$ cat src/rtl/packet_proto_pkg.sv
// packet_proto_pkg
//   Shared host-link framing definitions, used by both the transmit-side
//   packet_encode_fsm and the far-end decode FSM so the two ends agree on
//   the sync words, the command field and the count-word byte order.
//   Contents:
//     WORD_W            - link word width
//     RESYNC_WORD       - word that forces the far-end decoder back to idle
//     SOP_WORD          - start-of-packet marker
//     cmd_t             - 2-bit command type
//     enc_state_t       - transmit framer state encoding (3 bits)
//     byte_swap()       - count-word byte reversal
//     cmd_word()        - command word builder
package packet_proto_pkg;

  localparam int WORD_W = 32;

  localparam logic [WORD_W-1:0] RESYNC_WORD = 32'h1EDC6F41;
  localparam logic [WORD_W-1:0] SOP_WORD    = 32'h741B8CD7;

  typedef enum logic [1:0] {
    CMD_TYPE0 = 2'd0,
    CMD_TYPE1 = 2'd1,
    CMD_TYPE2 = 2'd2,
    CMD_TYPE3 = 2'd3
  } cmd_t;

  typedef enum logic [2:0] {
    ST_IDLE    = 3'd0,
    ST_RESYNC  = 3'd1,
    ST_SOP     = 3'd2,
    ST_CMD     = 3'd3,
    ST_NUMW    = 3'd4,
    ST_PAYLOAD = 3'd5
  } enc_state_t;

  // The count word travels least-significant byte first.
  function automatic logic [WORD_W-1:0] byte_swap(input logic [WORD_W-1:0] w);
    return {w[7:0], w[15:8], w[23:16], w[31:24]};
  endfunction

  // Command lives in bits [25:24]; all other bits are zero.
  function automatic logic [WORD_W-1:0] cmd_word(input cmd_t c);
    logic [1:0] bits;
    bits = c;
    return {6'b0, bits, 24'h0};
  endfunction

endpackage

$ cat src/rtl/word_out_reg.sv
// word_out_reg
//   Single-entry valid/ready holding register for the framed output word.
//   The owner loads a word only when can_load is high (register empty or
//   its current word is leaving this cycle), so a loaded word is never
//   overwritten before it transfers.  Data is held stable while valid is
//   high and ready is low.
//   Ports:
//     clk, reset      - clock, asynchronous active-high reset
//     load, load_data - write a new word (sets valid)
//     ready           - downstream accepts the held word
//     valid, data     - held word
//     xfer            - valid && ready this cycle
//     can_load        - register may be loaded this cycle
module word_out_reg
  import packet_proto_pkg::*;
(
  input  logic              clk,
  input  logic              reset,
  input  logic              load,
  input  logic [WORD_W-1:0] load_data,
  input  logic              ready,
  output logic              valid,
  output logic [WORD_W-1:0] data,
  output logic              xfer,
  output logic              can_load
);

  assign xfer     = valid && ready;
  assign can_load = !valid || ready;

  // Data is cleared on reset as well so the link shows all-zero outputs.
  always_ff @(posedge clk or posedge reset) begin
    if (reset) begin
      valid <= 1'b0;
      data  <= '0;
    end else if (load) begin
      valid <= 1'b1;
      data  <= load_data;
    end else if (xfer) begin
      valid <= 1'b0;
    end
  end

endmodule

$ cat src/rtl/packet_encode_fsm.sv
// packet_encode_fsm
//   Transmit-side framer for the host link.  On an accepted request it
//   emits START_OF_PACKET, the command word, the byte-swapped word count
//   and then N payload words pulled from the upstream word FIFO.  A RESYNC
//   word can be injected on request; mid-packet it aborts the frame after
//   the word currently held in the output register has transferred.
//   Parameters:
//     RESYNC_BEFORE_SOP - precede every packet with one RESYNC word
//   Ports:
//     i_clk, i_reset                      - clock, async active-high reset
//     i_start, i_command, i_num_words     - packet request (IDLE only)
//     i_resync                            - RESYNC request / abort
//     i_payload_valid, i_payload_data,
//     o_payload_ready                     - upstream payload handshake
//     o_word_valid, o_word_data,
//     i_word_ready                        - downstream word handshake
//     o_busy                              - not in IDLE
//     o_packet_sent                       - pulse after last payload transfer
//     o_err_zero_len                      - pulse on rejected N=0 request
module packet_encode_fsm
  import packet_proto_pkg::*;
#(
  parameter bit RESYNC_BEFORE_SOP = 1'b0
) (
  input  logic              i_clk,
  input  logic              i_reset,
  input  logic              i_start,
  input  logic [1:0]        i_command,
  input  logic [WORD_W-1:0] i_num_words,
  input  logic              i_resync,
  input  logic              i_payload_valid,
  input  logic [WORD_W-1:0] i_payload_data,
  output logic              o_payload_ready,
  output logic              o_word_valid,
  output logic [WORD_W-1:0] o_word_data,
  input  logic              i_word_ready,
  output logic              o_busy,
  output logic              o_packet_sent,
  output logic              o_err_zero_len
);

  enc_state_t        state_q, state_d;
  cmd_t              cmd_q;
  logic [WORD_W-1:0] count_q, count_d;
  logic              pre_sop_q, pre_sop_d;
  logic              pending_q, pending_d;
  logic              sent_q, sent_d;
  logic              err_q, err_d;
  logic              capture;
  logic              abort_req;

  logic              out_load;
  logic [WORD_W-1:0] out_load_data;
  logic              out_xfer;
  logic              out_can_load;
  logic              payload_ready;

  word_out_reg u_word_out (
    .clk       (i_clk),
    .reset     (i_reset),
    .load      (out_load),
    .load_data (out_load_data),
    .ready     (i_word_ready),
    .valid     (o_word_valid),
    .data      (o_word_data),
    .xfer      (out_xfer),
    .can_load  (out_can_load)
  );

  // An abort request seen this cycle acts immediately; one seen earlier is
  // remembered in pending_q until the RESYNC word has been loaded.
  assign abort_req = pending_q || i_resync;

  always_comb begin
    state_d       = state_q;
    count_d       = count_q;
    pre_sop_d     = pre_sop_q;
    pending_d     = pending_q || ((state_q != ST_IDLE) && i_resync);
    sent_d        = 1'b0;
    err_d         = 1'b0;
    capture       = 1'b0;
    out_load      = 1'b0;
    out_load_data = '0;
    payload_ready = 1'b0;

    case (state_q)
      ST_IDLE: begin
        pending_d = 1'b0;
        pre_sop_d = 1'b0;
        if (i_resync) begin
          // A simultaneous start is dropped: only the RESYNC word goes out.
          out_load      = 1'b1;
          out_load_data = RESYNC_WORD;
          state_d       = ST_RESYNC;
        end else if (i_start) begin
          if (i_num_words == '0) begin
            err_d = 1'b1;
          end else begin
            capture  = 1'b1;
            count_d  = i_num_words;
            out_load = 1'b1;
            if (RESYNC_BEFORE_SOP) begin
              out_load_data = RESYNC_WORD;
              pre_sop_d     = 1'b1;
              state_d       = ST_RESYNC;
            end else begin
              out_load_data = SOP_WORD;
              state_d       = ST_SOP;
            end
          end
        end
      end

      ST_RESYNC: begin
        if (out_xfer) begin
          pre_sop_d = 1'b0;
          pending_d = 1'b0;
          // An abort during the pre-SOP RESYNC is already satisfied by it.
          if (pre_sop_q && !abort_req) begin
            out_load      = 1'b1;
            out_load_data = SOP_WORD;
            state_d       = ST_SOP;
          end else begin
            state_d = ST_IDLE;
          end
        end
      end

      ST_SOP, ST_CMD, ST_NUMW: begin
        if (out_xfer) begin
          if (abort_req) begin
            out_load      = 1'b1;
            out_load_data = RESYNC_WORD;
            pending_d     = 1'b0;
            state_d       = ST_RESYNC;
          end else if (state_q == ST_SOP) begin
            out_load      = 1'b1;
            out_load_data = cmd_word(cmd_q);
            state_d       = ST_CMD;
          end else if (state_q == ST_CMD) begin
            out_load      = 1'b1;
            out_load_data = byte_swap(count_q);
            state_d       = ST_NUMW;
          end else begin
            // The first payload word may replace the count word in the same
            // cycle it leaves, keeping the stream gap-free.
            payload_ready = 1'b1;
            if (i_payload_valid) begin
              out_load      = 1'b1;
              out_load_data = i_payload_data;
              count_d       = count_q - 32'd1;
            end
            state_d = ST_PAYLOAD;
          end
        end
      end

      ST_PAYLOAD: begin
        if (abort_req) begin
          // Payload intake stops; RESYNC follows once the held word is gone.
          if (out_can_load) begin
            out_load      = 1'b1;
            out_load_data = RESYNC_WORD;
            pending_d     = 1'b0;
            state_d       = ST_RESYNC;
          end
        end else if (count_q == '0) begin
          // All N words consumed; the register holds the last one.
          if (out_xfer) begin
            sent_d  = 1'b1;
            state_d = ST_IDLE;
          end
        end else begin
          payload_ready = out_can_load;
          if (out_can_load && i_payload_valid) begin
            out_load      = 1'b1;
            out_load_data = i_payload_data;
            count_d       = count_q - 32'd1;
          end
        end
      end

      default: begin
        state_d   = ST_IDLE;
        pending_d = 1'b0;
        pre_sop_d = 1'b0;
      end
    endcase
  end

  always_ff @(posedge i_clk or posedge i_reset) begin
    if (i_reset) begin
      state_q   <= ST_IDLE;
      pre_sop_q <= 1'b0;
      pending_q <= 1'b0;
      sent_q    <= 1'b0;
      err_q     <= 1'b0;
    end else begin
      state_q   <= state_d;
      pre_sop_q <= pre_sop_d;
      pending_q <= pending_d;
      sent_q    <= sent_d;
      err_q     <= err_d;
    end
  end

  // Request fields and the payload counter are only meaningful outside
  // IDLE and are always written before use, so they carry no reset.
  always_ff @(posedge i_clk) begin
    if (capture) begin
      cmd_q <= cmd_t'(i_command);
    end
    count_q <= count_d;
  end

  assign o_payload_ready = payload_ready;
  assign o_busy          = (state_q != ST_IDLE);
  assign o_packet_sent   = sent_q;
  assign o_err_zero_len  = err_q;

endmodule
$ cat config.mk
export PLATFORM = sky130hd
export DESIGN_NAME = packet_encode_fsm
export DESIGN_NICKNAME = d
export VERILOG_FILES = /design/src/rtl/packet_proto_pkg.sv /design/src/rtl/word_out_reg.sv /design/src/rtl/packet_encode_fsm.sv
export SDC_FILE = /design/constraint.sdc
export NUM_CORES = 1
export LEC_CHECK = 0
export ABC_AREA = 1
export CORE_MARGIN = 2
export CORE_UTILIZATION = 55
export CTS_CLUSTER_SIZE = 28
export DETAILED_ROUTE_END_ITERATION = 7
export PLACE_DENSITY = 0.84
export SETUP_SLACK_MARGIN = 0.2
export SLEW_MARGIN = 0
export SYNTH_ARGS = -nofsm -noshare
export SYNTH_HDL_FRONTEND = slang
export SYNTH_SLANG_ARGS = --single-unit
$ cat constraint.sdc
create_clock -name i_clk -period 7.25 [get_ports i_clk]
set_input_delay 2.175 -clock i_clk [delete_from_list [all_inputs] [get_ports i_clk]]
set_output_delay 2.175 -clock i_clk [all_outputs]
set_load 0.02 [all_outputs]
-- Word-level counts from Yosys, hierarchy flattened
Cells that the tools add are included.
- bits in registers: 74
- output and inout bits: 37
- reductions and logical operators: 20
- $add $sub $neg: 1
- eq/ne operators: 22
- bitwise operators: 1
- multiplexer cells: 82
- operator list (kind ; number):
    32-bit two-way mux ; 19
    31-bit two-way mux ; 5
    32-bit one-hot mux with 4 select lines ; 1
    32-bit one-hot mux with 3 select lines ; 1
    32-bit zero test ; 2
    1-bit two-way mux ; 38
    3-bit two-way mux ; 11
    32-bit by 1-bit subtractor with 32-bit output, second input constant ; 1
    29-bit two-way mux ; 1
    2-bit != test, second input constant ; 12
    3-bit != test, second input constant ; 5
    3-bit one-hot mux with 4 select lines ; 1
    12-bit AND reduction ; 1
    7-bit AND reduction ; 1
    3-bit by 2-bit equality test with 1-bit output, second input constant ; 2
    3-bit equality test, second input constant ; 2
    3-bit nonzero test ; 2
    1-bit logical AND ; 4
    1-bit one-hot mux with 2 select lines ; 2
    1-bit one-hot mux with 4 select lines ; 1
    4-bit OR reduction ; 1
    3-bit by 1-bit equality test with 1-bit output, second input constant ; 1
    3-bit zero test ; 1
    1-bit logical OR ; 3
    other kinds (7) ; 8

-- Depth between registers and ports, before layout
- depth in word-level cells: 8
- gate-level depth with buffers: 14

-- Cells and area by module
Synthesis repeated with hierarchy kept, for this count alone.
- cells, all modules: 759
- area total of the unflattened synthesis: 5218.8 sq um
- modules (own cells, without submodules) (module ; area an instance (sq um) ; cells each ; times used):
    packet_encode_fsm ; 3881.2 ; 616 ; 1
    word_out_reg ; 1337.5 ; 143 ; 1

-- Least setup slack after synthesis
OpenSTA, ideal clock, no wires.
- path type: input-to-output
- start: input i_resync
- end: output o_payload_ready
- stages: 5
- buffers on the path: 0
- slack: 1.918 ns
- arrival: 3.157 ns
- cell sequence: nor2_4 -> inv_2 -> nor2_2 -> nand2_1 -> o21ai_0
- cells in the longest elaborated chain, start to end: 4
- elaborated cells on any way between the ends: 5
- classes of those cells: mux: 4; reduce/logical: 1
- ends and longest elaborated chain (what ; RTL line ; text):
    from (decl) ; packet_encode_fsm.sv:30 ; input logic i_resync,
    1-bit logical OR * ; packet_encode_fsm.sv:72 ; assign abort_req = pending_q || i_resync;
    1-bit two-way mux ; packet_encode_fsm.sv:131 ; if (abort_req) begin
    1-bit two-way mux ; packet_encode_fsm.sv:130 ; if (out_xfer) begin
    1-bit one-hot mux with 2 select lines * ; packet_encode_fsm.sv:86 ; case (state_q)
    to (decl) ; packet_encode_fsm.sv:33 ; output logic o_payload_ready,
Every way passes the cells marked *; elsewhere a longest branch is shown, timed or not.

-- Worst setup path after layout
Same ends and word-level chain as after synthesis.

==> results_dict.tcl <==
set metrics [dict create \
    outcome "finished clean" \
    synthArstFlopShare_pct 53.4 \
    cts_hold_buffers 0 \
    route.antenna.remaining_nets 0 \
    critical_path.slowest_cell "sky130_fd_sc_hd__clkdlybuf4s50_1" \
    yosysMostFrequentCell "sky130_fd_sc_hd__nand2_1" \
    post_dp_cell_area_mm2 0.00600 \
    pin_count 109 \
    maxClockFrequency_mhz 161 \
    clock-root-buffer "sky130_fd_sc_hd__clkbuf_8" \
    routed_wirelength_mm 14.4 \
    antenna_cells_inserted 0 \
    postSynthAreaPerCell_um2 6.99 \
    timing.setup.critical_path_class "input port to output pin" \
    vertical_die_dimension_um 98.1 \
    critical_path.top_delay_family "buffers and inverters" \
    h-tree-depth 3 \
    fin_crit_ns 6.22 \
    count_of_unique_library_cells_instantiated_by_yosys 38 \
    report.final.hold_viol_count 0 \
    synth_top_area_share_pct 21.0 \
    drv_slew 0 \
    vdd.ir_drop.worst_mv 0.226 \
    ys_top_cells_by_area "sky130_fd_sc_hd__edfxtp_1, sky130_fd_sc_hd__dfrtp_1, sky130_fd_sc_hd__nand2_1" \
    grt_max_degree 41 \
    syn-cell-area_mm2 0.00487 \
    grt.overflow.total 0 \
    yosys.area.top_type "sky130_fd_sc_hd__edfxtp_1" \
    viasPerCell 5.67 \
    cts-root-to-sink-buffers 2 \
    setup_repair_after_global_routing_missed_its_margin "false" \
    synthTopCellsByCount "sky130_fd_sc_hd__nand2_1, sky130_fd_sc_hd__nor2_1, sky130_fd_sc_hd__inv_1, sky130_fd_sc_hd__nand3_1, sky130_fd_sc_hd__dfrtp_1" \
    synth_enable_flop_cells 34 \
    worst_pin_slew_ns 0.743 \
    cp.arrival_ns 4.04 \
    worst_setup_hold_path_clk_slew_ns 0.07 \
    path_max_fanout 18 \
    layout_worst_path_cycle_share_pct 85.8 \
    classification_of_the_worst_slack_hold_path "flop to flop" \
    reg2reg_depth 12 \
    netlist_instances 696 \
    setup-tns-final_ns 0 \
    drive_gt1_share_pct 6.83 \
    wl_per_cell_um 15.8 \
    design.final.nets 873 \
    core-area_mm2 0.00864 \
    row_count 34 \
    number_of_stages_on_the_worst_hold_path 2 \
    timing.critical_path.depth 7 \
    type_of_destination_of_the_critical_path "output pin" \
    area_delta_synth_final_pct 26.8 \
    crit_path_cell_trace "clkdlybuf4s50_1 > nor2_4 > inv_2 > nor2_2 > nand2_1 > o21ai_0 > clkdlybuf4s50_1" \
    cts_tree "built" \
    floorplan.die_area_mm2 0.00962 \
    slew-limit-headroom_pct 50.4 \
    synth-main-ff-cell "sky130_fd_sc_hd__dfrtp_1" \
    maxCapViolCount 0 \
    ctsResizeCount 0 \
    clock_sinks 73 \
    synth-seq-cells 73 \
    cp-start-kind "input port" \
    cts_made_buffers 9 \
    worst_endpoint_required_time_ns 5.08 \
    drt_iter0_markers 478 \
    stdcell_area_mm2 0.00617 \
    synth-warning-count 0 \
    worstPathBufferInverterCount 3 \
    detailroute.via_count 5173 \
    power_density_mw_per_mm2 373 \
    synth_seq_area_share_pct 41.0 \
    finalSetupViolations 0 \
    timing.critical_path.slowest_cell_delay_ns 0.63 \
    fin_util_pct 71.5 \
    floorplan.initialDensity_pct 56.4 \
    path_common_cell "sky130_fd_sc_hd__clkdlybuf4s50_1" \
    io_buffers 108 \
    globalplace.congestion 0.931 \
    power_leakage_nw 2.80 \
    cts_post_setup_buffers_inserted 0 \
    clk_latency_ns 0.36 \
    groute.usage.overall_pct 30.4 \
    die_w_um 98.1 \
    p_total_w 0.00230 \
    drc_errors 0 \
    fin_skew_ns 0.0122 \
    first_global_vias 4766 \
    grt_pass1_wl_mm 23.4 \
    initial_antenna_violation_count 0 \
    drt_first_pass_iters 6 \
    place_hpwl_mm 10.9 \
    synth.net_count 769 \
]
## path summary, 6_finish.rpt
check	startpoint	end	slack (ns)
setup / recovery	i_resync	o_payload_ready	1.03
hold / removal	u_word_out.data[1]	u_word_out.data[1]	0.47
min in group asynchronous	i_reset	u_word_out.data[7]	2.24
max in group asynchronous	i_reset	state_q[1]	4.65
hold reg to reg	u_word_out.data[1]	u_word_out.data[1]	0.47
setup reg to reg	count_q[0]	u_word_out.data[31]	4.58
## state kept, by name, indices dropped and copies added (netlist names)
name and flops:
count_q 32, u_word_out.data 32, state_q 3, cmd_q 2
o_err_zero_len 1, o_packet_sent 1, pending_q 1, u_word_out.valid 1
## cell usage in the layout (no fill, tap or decap), types with 7 or more instances in the layout
cell                              count
sky130_fd_sc_hd__clkdlybuf4s50_1    108
sky130_fd_sc_hd__nand4_1             15
sky130_fd_sc_hd__nor3_1               7
sky130_fd_sc_hd__nand2_1            227
sky130_fd_sc_hd__inv_1               62
sky130_fd_sc_hd__o221ai_1             7
sky130_fd_sc_hd__edfxtp_1            34
sky130_fd_sc_hd__o211ai_1             8
sky130_fd_sc_hd__dfrtp_1             39
sky130_fd_sc_hd__clkbuf_8            10
sky130_fd_sc_hd__xor2_1               9
sky130_fd_sc_hd__nand3_1             40
sky130_fd_sc_hd__o21ai_0             30
sky130_fd_sc_hd__nand2_2              9
sky130_fd_sc_hd__nor2_1             103
sky130_fd_sc_hd__a31oi_1             12
sky130_fd_sc_hd__inv_2               12
sky130_fd_sc_hd__a21oi_1             24
sky130_fd_sc_hd__a21boi_0             7
## area by class of cell
type                       instances  area [µm²]
multi-input combinational        528        2470
fill                             752        2460
sequential                        73        2000
timing repair buffer             113        1120
inverter                          75         282
clock buffer                      13         149
tap                              108         135
clock inverter                     3        18.8
## stage by stage
stage,hold WS (ns),std cells,setup slack [ns]
floorplan,0.521,696,1.92
global placement,0.454,897,1.06
detailed placement,0.458,897,1.04
CTS,0.476,913,1.02
global route,0.497,913,0.964
finish,0.472,913,1.03
## tightest hold or removal path, delay by kind of cell, from the launching register on
kind	cells	cell delay (ns)
flip-flops	1	0.35
AND/OR/NAND/NOR	2	0.09
## cell families (layout without fill, tap and decap cells)
logic type,count (synthesis),after routing,share of synthesized area (%)
and+or+nand+nor,417,417,36.1
AOI/OAI and AO/OA,99,99,12.4
buffers and inverters,95,204,8.25
DFF,73,73,41.0
xor gates and xnor gates,11,11,1.98
adders and majority gates,1,1,0.257
## layer usage
metal  wire (µm)  share of wire, %  global-route usage (%)
met1        6170                43                    42.8
met2        6610                46                    48.5
met3        1270               8.8                    4.51
met4         382               2.6                    10.0
met5           0                 0                       0
## where the power goes
| group | leakage [nW] | switching [W] | internal [W] | total [W] |
|---|---|---|---|---|
| registers | 0.801 | 0.000156 | 0.000671 | 0.000827 |
| clock network | 0.0874 | 0.000157 | 0.000134 | 0.000290 |
| logic | 1.91 | 0.000761 | 0.000422 | 0.00118 |
Note: power is estimated with default switching activity, not from simulation.
